**config.mk**
```make
export PLATFORM = sky130hd
export DESIGN_NAME = keypad_scan_ctrl
export DESIGN_NICKNAME = d
export VERILOG_FILES = /design/src/rtl/keypad_pkg.sv /design/src/rtl/sync_2ff.sv /design/src/rtl/keypad_scan_ctrl.sv
export SDC_FILE = /design/constraint.sdc
export NUM_CORES = 1
export LEC_CHECK = 0
export ABC_AREA = 0
export BUFFER_PORTS_ARGS = -buffer_cell sky130_fd_sc_hd__buf_2
export CELL_PAD_IN_SITES_DETAIL_PLACEMENT = 2
export CELL_PAD_IN_SITES_GLOBAL_PLACEMENT = 2
export CORE_MARGIN = 5
export CORE_UTILIZATION = 42
export DETAILED_ROUTE_END_ITERATION = 8
export PLACE_DENSITY_LB_ADDON = 0.1
export SLEW_MARGIN = 15
export SYNTH_ARGS = -nofsm -noshare
export SYNTH_HDL_FRONTEND = slang
export SYNTH_SLANG_ARGS = --single-unit
```
**constraint.sdc**
```tcl
create_clock -name clk -period 3.4 [get_ports clk]
set_input_delay 0.34 -clock clk [delete_from_list [all_inputs] [get_ports clk]]
set_output_delay 0.34 -clock clk [all_outputs]
set_load 0.02 [all_outputs]
```
**src/rtl/keypad_pkg.sv**
```systemverilog
// Shared types and constants for the 4x4 keypad scanner.
//   scan_state_t  : scanner FSM states
//   COL0..COL3    : one-hot column drive patterns for col_idx 0..3
//   ROW_W/COL_W   : widths of the key_code fields {row_idx, col_idx}
package keypad_pkg;

    typedef enum logic [1:0] {
        SCAN,
        DEBOUNCE,
        HOLD,
        RELEASE
    } scan_state_t;

    localparam int ROW_W      = 2;
    localparam int COL_W      = 2;
    localparam int KEY_CODE_W = ROW_W + COL_W;

    localparam logic [3:0] COL0      = 4'b1000;
    localparam logic [3:0] COL1      = 4'b0100;
    localparam logic [3:0] COL2      = 4'b0010;
    localparam logic [3:0] COL3      = 4'b0001;
    localparam logic [3:0] COL_RESET = COL0;

    function automatic logic [3:0] col_drive(input logic [COL_W-1:0] idx);
        logic [3:0] drv;
        case (idx)
            2'd0:    drv = COL0;
            2'd1:    drv = COL1;
            2'd2:    drv = COL2;
            default: drv = COL3;
        endcase
        return drv;
    endfunction

    // Lowest conducting row wins when several rows are active.
    function automatic logic [ROW_W-1:0] lowest_row(input logic [3:0] rows);
        logic [ROW_W-1:0] idx;
        if (rows[0])      idx = 2'd0;
        else if (rows[1]) idx = 2'd1;
        else if (rows[2]) idx = 2'd2;
        else              idx = 2'd3;
        return idx;
    endfunction

endpackage

```
**src/rtl/sync_2ff.sv**
```systemverilog
// Two-flop synchronizer for asynchronous inputs.
//   clk   : destination clock
//   rst_n : asynchronous active-low reset, both stages clear to 0
//   d     : asynchronous input
//   q     : synchronized output (two cycles of latency)
module sync_2ff #(
    parameter int WIDTH = 1
) (
    input  logic             clk,
    input  logic             rst_n,
    input  logic [WIDTH-1:0] d,
    output logic [WIDTH-1:0] q
);

    logic [WIDTH-1:0] meta_d, meta_q;
    logic [WIDTH-1:0] sync_d, sync_q;

    always_comb begin
        meta_d = d;
        sync_d = meta_q;
    end

    always_ff @(posedge clk or negedge rst_n) begin
        if (!rst_n) begin
            meta_q <= '0;
            sync_q <= '0;
        end else begin
            meta_q <= meta_d;
            sync_q <= sync_d;
        end
    end

    assign q = sync_q;

endmodule

```
**src/rtl/keypad_scan_ctrl.sv**
```systemverilog
// Column scanner and debounced key-event generator for a 4x4 matrix keypad.
//   clk        : system clock
//   n_reset    : asynchronous active-low reset
//   filas_raw  : raw row lines (bit r = row r conducting to active column)
//   columnas   : one-hot active-high column drive (1000 = col_idx 0)
//   key_code   : {row_idx, col_idx} of the last accepted key
//   key_valid  : one-cycle pulse when a key is accepted
//   key_held   : high while the accepted key is down or releasing
module keypad_scan_ctrl
    import keypad_pkg::*;
#(
    parameter int SCAN_CYCLES     = 27_000,
    parameter int DEBOUNCE_CYCLES = 270_000
) (
    input  logic                  clk,
    input  logic                  n_reset,
    input  logic [3:0]            filas_raw,
    output logic [3:0]            columnas,
    output logic [KEY_CODE_W-1:0] key_code,
    output logic                  key_valid,
    output logic                  key_held
);

    localparam int MAX_CYCLES = (SCAN_CYCLES > DEBOUNCE_CYCLES) ? SCAN_CYCLES : DEBOUNCE_CYCLES;
    localparam int CNT_W      = (MAX_CYCLES > 1) ? $clog2(MAX_CYCLES) : 1;

    localparam logic [CNT_W-1:0] SCAN_LAST = CNT_W'(SCAN_CYCLES - 1);
    localparam logic [CNT_W-1:0] DB_LAST   = CNT_W'(DEBOUNCE_CYCLES - 1);

    logic [3:0] filas_s;

    sync_2ff #(.WIDTH(4)) u_sync (
        .clk   (clk),
        .rst_n (n_reset),
        .d     (filas_raw),
        .q     (filas_s)
    );

    scan_state_t             state_d, state_q;
    logic [CNT_W-1:0]        cnt_d, cnt_q;
    logic [COL_W-1:0]        col_idx_d, col_idx_q;
    logic [ROW_W-1:0]        row_idx_d, row_idx_q;
    logic [KEY_CODE_W-1:0]   key_code_d, key_code_q;
    logic                    key_valid_d, key_valid_q;
    logic                    key_held_d, key_held_q;
    logic                    row_bit;

    always_comb begin
        state_d     = state_q;
        cnt_d       = cnt_q;
        col_idx_d   = col_idx_q;
        row_idx_d   = row_idx_q;
        key_code_d  = key_code_q;
        key_valid_d = 1'b0;
        row_bit     = filas_s[row_idx_q];

        case (state_q)
            SCAN: begin
                if (cnt_q == SCAN_LAST) begin
                    cnt_d = '0;
                    if (|filas_s) begin
                        row_idx_d = lowest_row(filas_s);
                        state_d   = DEBOUNCE;
                    end else begin
                        col_idx_d = col_idx_q + 2'd1;
                    end
                end else begin
                    cnt_d = cnt_q + CNT_W'(1);
                end
            end
            DEBOUNCE: begin
                if (!row_bit) begin
                    state_d = SCAN;
                    cnt_d   = '0;
                end else if (cnt_q == DB_LAST) begin
                    key_code_d  = {row_idx_q, col_idx_q};
                    key_valid_d = 1'b1;
                    state_d     = HOLD;
                    cnt_d       = '0;
                end else begin
                    cnt_d = cnt_q + CNT_W'(1);
                end
            end
            HOLD: begin
                if (!row_bit) begin
                    state_d = RELEASE;
                    cnt_d   = '0;
                end
            end
            RELEASE: begin
                if (row_bit) begin
                    state_d = HOLD;
                    cnt_d   = '0;
                end else if (cnt_q == DB_LAST) begin
                    state_d   = SCAN;
                    cnt_d     = '0;
                    col_idx_d = col_idx_q + 2'd1;
                end else begin
                    cnt_d = cnt_q + CNT_W'(1);
                end
            end
            default: begin
                state_d = SCAN;
                cnt_d   = '0;
            end
        endcase

        // Registered one cycle after entering HOLD so it trails key_valid,
        // but drops on the same edge the scanner returns to SCAN.
        key_held_d = ((state_q == HOLD) || (state_q == RELEASE)) &&
                     ((state_d == HOLD) || (state_d == RELEASE));
    end

    always_ff @(posedge clk or negedge n_reset) begin
        if (!n_reset) begin
            state_q     <= SCAN;
            cnt_q       <= '0;
            col_idx_q   <= '0;
            row_idx_q   <= '0;
            key_code_q  <= '0;
            key_valid_q <= 1'b0;
            key_held_q  <= 1'b0;
        end else begin
            state_q     <= state_d;
            cnt_q       <= cnt_d;
            col_idx_q   <= col_idx_d;
            row_idx_q   <= row_idx_d;
            key_code_q  <= key_code_d;
            key_valid_q <= key_valid_d;
            key_held_q  <= key_held_d;
        end
    end

    assign columnas  = col_drive(col_idx_q);
    assign key_code  = key_code_q;
    assign key_valid = key_valid_q;
    assign key_held  = key_held_q;

endmodule

```
# Word level (Yosys, flattened, before mapping)

Cells that the tools add are included.

Flip-flop bits (word level): 39
Word-level logic and storage cells: 64
Output and inout port bits: 10

Add/subtract/negate cells: 2
Order comparisons: 1
Equality and inequality tests: 14
Multiplexer cells: 28
Reduce and logical (&&, ||, !) cells: 10

Operator list:

| operator                                               | number |
|---|---|
| two-way mux 19 bit                                     | 5 |
| case mux 19 bit (4 select lines)                       | 1 |
| two-way mux 2 bit                                      | 13 |
| adder 19 x 1 -> 19 bit (second input constant)         | 1 |
| equality test 19 x 15 -> 1 bit (second input constant) | 1 |
| equality test 19 bit (second input constant)           | 1 |
| case mux 4 bit (3 select lines)                        | 1 |
| equality test 2 bit (second input constant)            | 5 |
| != test 2 bit (second input constant)                  | 5 |
| case mux 2 bit (4 select lines)                        | 1 |
| AND reduction 3 bit                                    | 2 |
| two-way mux 1 bit                                      | 5 |
| AND reduction 5 bit                                    | 1 |
| equality test 2 x 1 -> 1 bit (second input constant)   | 2 |
| logical NOT 2 bit                                      | 2 |
| case mux 2 bit (2 select lines)                        | 1 |
| OR reduction 4 bit                                     | 1 |
| < comparator 2 x 3 -> 1 bit (second input constant)    | 1 |
| adder 2 x 1 -> 2 bit (second input constant)           | 1 |
| binary-select mux 1 bit (select 2 bit)                 | 1 |
| logical OR 1 bit                                       | 2 |
| nonzero test 2 bit                                     | 1 |
| logical AND 1 bit                                      | 1 |

# Depth between registers and ports, before layout

Depth after elaboration: 7
Gate-level depth with buffers: 7
Mapped depth without buffers: 6

# Hierarchy

From an unflattened synthesis, not the netlist that was laid out.

Cells, all modules: 176
Area total of the unflattened synthesis: 1935.6 µm²

By module, submodules not included:

| module           | area each (µm²) | cells an instance | seq. area each (µm²) | times used |
|---|---|---|---|---|
| keypad_scan_ctrl | 1735.4          | 168               | 775.7                | 1 |
| sync_2ff         | 200.2           | 8                 | 200.2                | 1 |

# Worst setup path before layout

Ideal clock, no wire load.

Kind: reg2reg
From: register cnt_q[15]
To: register key_code_q[0], in the netlist key_code[0]
Setup time: 0.125 ns
Path slack: 1.385 ns
Cell stages (with the launch flop): 6
Period minus slack after synthesis: 2.015 ns
Data arrival time: 1.890 ns
Path through: dfrtp_1 > or3_4 > nor4_4 > nand3_2 > nor3_4 > mux2_2

Word-level cells in the longest chain between the ends: 2

RTL lines:

| item                          | RTL line                | source |
|---|---|---|
| start: declaration            | keypad_scan_ctrl.sv:40  | `logic [CNT_W-1:0] cnt_d, cnt_q;` |
| start signal: assignment      | keypad_scan_ctrl.sv:125 | `cnt_q <= cnt_d;` |
| equality test 19 bit          | keypad_scan_ctrl.sv:75  | `end else if (cnt_q == DB_LAST) begin` |
| AND reduction 3 bit (no line) | n/a                     |  |
| end signal: assignment        | keypad_scan_ctrl.sv:128 | `key_code_q <= key_code_d;` |
| end: declaration              | keypad_scan_ctrl.sv:43  | `logic [KEY_CODE_W-1:0] key_code_d, key_code_q;` |

Every way passes these cells.
A chain may end at the register's enable or synchronous reset.

# Worst setup path after layout

From: register cnt_q[15]
To: register cnt_q[1]

Word-level cells in the longest chain between the ends: 4
Elaborated cells between the ends (all ways): 7
Classes of those cells: eq/ne: 2; mux: 5

RTL lines:

| item                                  | RTL line                                       | source |
|---|---|---|
| equality test 19 bit                  | keypad_scan_ctrl.sv:75, keypad_scan_ctrl.sv:94 |  |
| two-way mux 19 bit                    | keypad_scan_ctrl.sv:75, keypad_scan_ctrl.sv:94 |  |
| two-way mux 19 bit (on tied branches) | keypad_scan_ctrl.sv:91, keypad_scan_ctrl.sv:72 |  |
| case mux 19 bit (4 select lines) *    | keypad_scan_ctrl.sv:57                         | `case (state_q)` |

Mark *: on every way between the ends. The rest lies on a longest branch, timed or not.

==> flow_summary.ini <==
[clock_network]
cts_sinks = 39
htreeDepth = 2
hold_buffers = 0
clock_path_buffers = 2
post_cts_resized = 0
cts_setup_buffers = 0
clk_pin_slew_ns = 0.08
root_buffer = clkbuf_8
clk_latency_ns = 0.29
cts_made_buffers = 5
cts_tree = done

[timing]
setup_viol = 0
maxSlewViolCount = 0
worst_pin_slew_ns = 0.868
final.setup_skew_ns = 0.00578
fin_setup_tns_ns = 0
hold_viol_final = 0
rsz0062_at_grt = false
fmax_mhz = 418
period_needed_ns = 2.39
fin_crit_sh_pct = 70.4
slew_headroom_pct = 42.1

[synth]
ys_types = 40
ys_warn_count = 0
synth_ff_type = dfrtp_1
synthSimpleGateAreaFrac_pct = 20.8
synth_fa_ha_area_share_pct = 3.21
synth_area_leader_cell = dfrtp_1
synth_top_family_by_area = simple AND/OR/NAND/NOR gates
ys_ff_latch = 39
synth_xor_xnor_area_share_pct = 7.65
ys_seq_area_share_pct = 50.1
synth_edf_count = 0
synthArstFlopShare_pct = 100
syn_inst = 171
synth_area_leaders = dfrtp_1, xor2_1, mux2_2
yosysTopAreaCellShare_pct = 50.1
syn_area_um2 = 1950
syn_avg_cell_area_um2 = 11.4
synth_mux_area_share_pct = 5.78
synth_compound_area_share_pct = 9.96
synthesis.nets = 182

[floorplanning]
std_cell_rows = 24
ios = 16
die-area_um2 = 6100
die_x_um = 78.1
initial_core_util_pct = 44.1
die_y_um = 78.1
core_um2 = 4410

[global_route]
antenna_found_initial = 0
grt_overflow = 0
grt_max_degree = 40
grt_usage_pct = 17.1
grt_first_pass_wirelength_um = 8160
grt_pass1_vias = 1576

[worst_setup_path]
reg2reg_slack_ns = 1.01
path_cells = or3_4 -> nor4_1 -> nand2_1 -> a22oi_4 -> o211ai_1
ff2ff_path_depth = 5
cp.arrival_ns = 2.54
cp_max_fo = 19
cp_slowest_cell = a22oi_4
slowest_delay_ns = 0.54
end_kind = register
path_class = register to register
reg2reg_to = cnt_q[1]$_DFFE_PN0P_
cp.required_ns = 3.54
r2r-start = cnt_q[15]$_DFFE_PN0P_
startpoint_type = register

[routing]
met3_length_um = 177
dr.first_iter.drc_count = 70
route.met2.wl_um = 2340
remaining_drc_errors = 0
routed_wl_um = 4740
routedWlPerCell_um = 19.7
via_per_inst = 5.94
highest_layer = met4
drt-met1-wl_um = 2140
vias = 1431
firstDrtPassIters = 4
postRouteAntennaNets = 0

[pwr]
seqPwrFrac_pct = 53.0
pwr-share-comb_pct = 1.9
swShare_pct = 20.2
p_switching_uw = 179
power.density_nw_per_um2 = 409
power_uw = 889
power.internal_uw = 709
clkPwrFrac_pct = 45.1
vdd_drop_max_mv = 0.304
power_leakage_uw = 0.000952

[worst_hold_path]
min_path_cells = 1
hold_class = primary input to register
holdCritStartpoint = filas_raw[1]
hold_path_end = u_sync.meta_q[1]$_DFF_PN0_

[cells_and_area]
area_growth_pct = 11.7
num_antenna_cells = 0
layout-drive-gt1-share_pct = 22.2
nets = 199

[placement]
port_buffers = 15
place.detailed.hpwl_um = 3450
gp_congestion = 0.836

[run_status]
outcome = completed

[run]
cap_viol_max_count = 0
[power by group through the flow]
stage	combinational (µW)	clock [µW]	sequential, µW
finish	17.1	400	471
global route	20.2	433	472
CTS	18.1	408	471
detailed placement	18.0	0	480
global placement	17.0	0	480
floorplan	4.97	0	479
[logic make-up (layout without fill, tap and decap cells)]
kind of cell / count (synthesis) / after routing
and+or+nand+nor: 63 / 63
DFF: 39 / 39
AOI/OAI and AO/OA: 28 / 28
xor gates and xnor gates: 17 / 17
buffers and inverters: 10 / 28
muxes: 9 / 9
adders and majority gates: 5 / 5
[cell usage in the layout (no fill, tap or decap), types with 2 or more instances in the layout]
master    instances
and3_1            3
dfrtp_1          39
xnor2_1           5
inv_1             5
nand2_1          12
and2_1            3
nand3_1           6
or3_1             3
xor2_1           12
nor2_1            8
nor2b_1           2
ha_1              5
a21oi_1          17
nand4_1          10
o21ai_0           2
mux2_2            8
buf_2            15
and4_1            2
nor4_4            2
nor4_1            4
clkbuf_8          6
[registers in the layout (all words and copies together) (netlist names)]
signal         cells
key_held           1
col_idx_q          2
key_valid          1
u_sync.q           4
cnt_q             19
row_idx_q          2
state_q            2
u_sync.meta_q      4
key_code           4
[critical path: cells and delay by family (launching register included)]
family | cells | cell delay (ns)
and+or+nand+nor | 3 | 1.06
AOI/OAI and AO/OA | 2 | 0.73
DFF | 1 | 0.45
[through the flow]
step | utilization [%] | instance area [µm²] | hold WS, ns | worst slack [ns] | cells
floorplan | - | 1950 | 0.0444 | 1.39 | 171
global placement | 46.6 | 2060 | 0.336 | 1.20 | 233
detailed placement | 46.6 | 2060 | 0.346 | 1.02 | 233
CTS | 49.3 | 2170 | 0.140 | 0.966 | 241
global route | 49.3 | 2170 | 0.132 | 0.841 | 241
finish | 49.3 | 2170 | 0.152 | 1.01 | 241
[area by class of cell]
| cell class | instances | area, µm² |
|---|---|---|
| fill | 455 | 2240 |
| sequential | 39 | 976 |
| multi-input combinational | 122 | 922 |
| clock buffer | 6 | 82.6 |
| timing repair buffer | 15 | 75.1 |
| tap | 52 | 65.1 |
| clock inverter | 2 | 35.0 |
| inverter | 5 | 18.8 |
[metal layers]
| metal | vias to the layer above | track usage (%) |
|---|---|---|
| met1 | 750 | 22.0 |
| li1 | 654 | - |
| met5 | - | 0 |
| met3 | 7 | 4.69 |
| met4 | 0 | 6.42 |
| met2 | 20 | 27.4 |
[worst max-delay path by stage]
stage	startpoint	end	slack, ns	cells past startpoint
6_report	cnt_q[15]$_DFFE_PN0P_	cnt_q[1]$_DFFE_PN0P_	1.01	5
5_1_grt	cnt_q[15]$_DFFE_PN0P_	cnt_q[16]$_DFFE_PN0P_	0.84	5
4_1_cts	cnt_q[15]$_DFFE_PN0P_	cnt_q[1]$_DFFE_PN0P_	0.97	5
3_5_place_dp	cnt_q[15]$_DFFE_PN0P_	cnt_q[17]$_DFFE_PN0P_	1.02	5
3_3_place_gp	cnt_q[10]$_DFFE_PN0P_	cnt_q[17]$_DFFE_PN0P_	1.20	5
2_1_floorplan	cnt_q[15]$_DFFE_PN0P_	key_code[0]$_DFFE_PN0P_	1.39	5
[Yosys cell counts, drive strengths merged (2+ instances only)]
cell / number
nand3: 7
buf: 2
mux2: 8
nor3: 2
nor2: 8
inv: 5
nor4: 6
xnor2: 5
ha: 5
nor2b: 2
o21ai: 3
or3: 4
and3: 3
nand4: 10
dfrtp: 39
a22oi: 2
and4: 2
xor2: 12
a21oi: 18
and2: 3
clkbuf: 3
nand2: 12
Power figures use the tool's default switching activity.
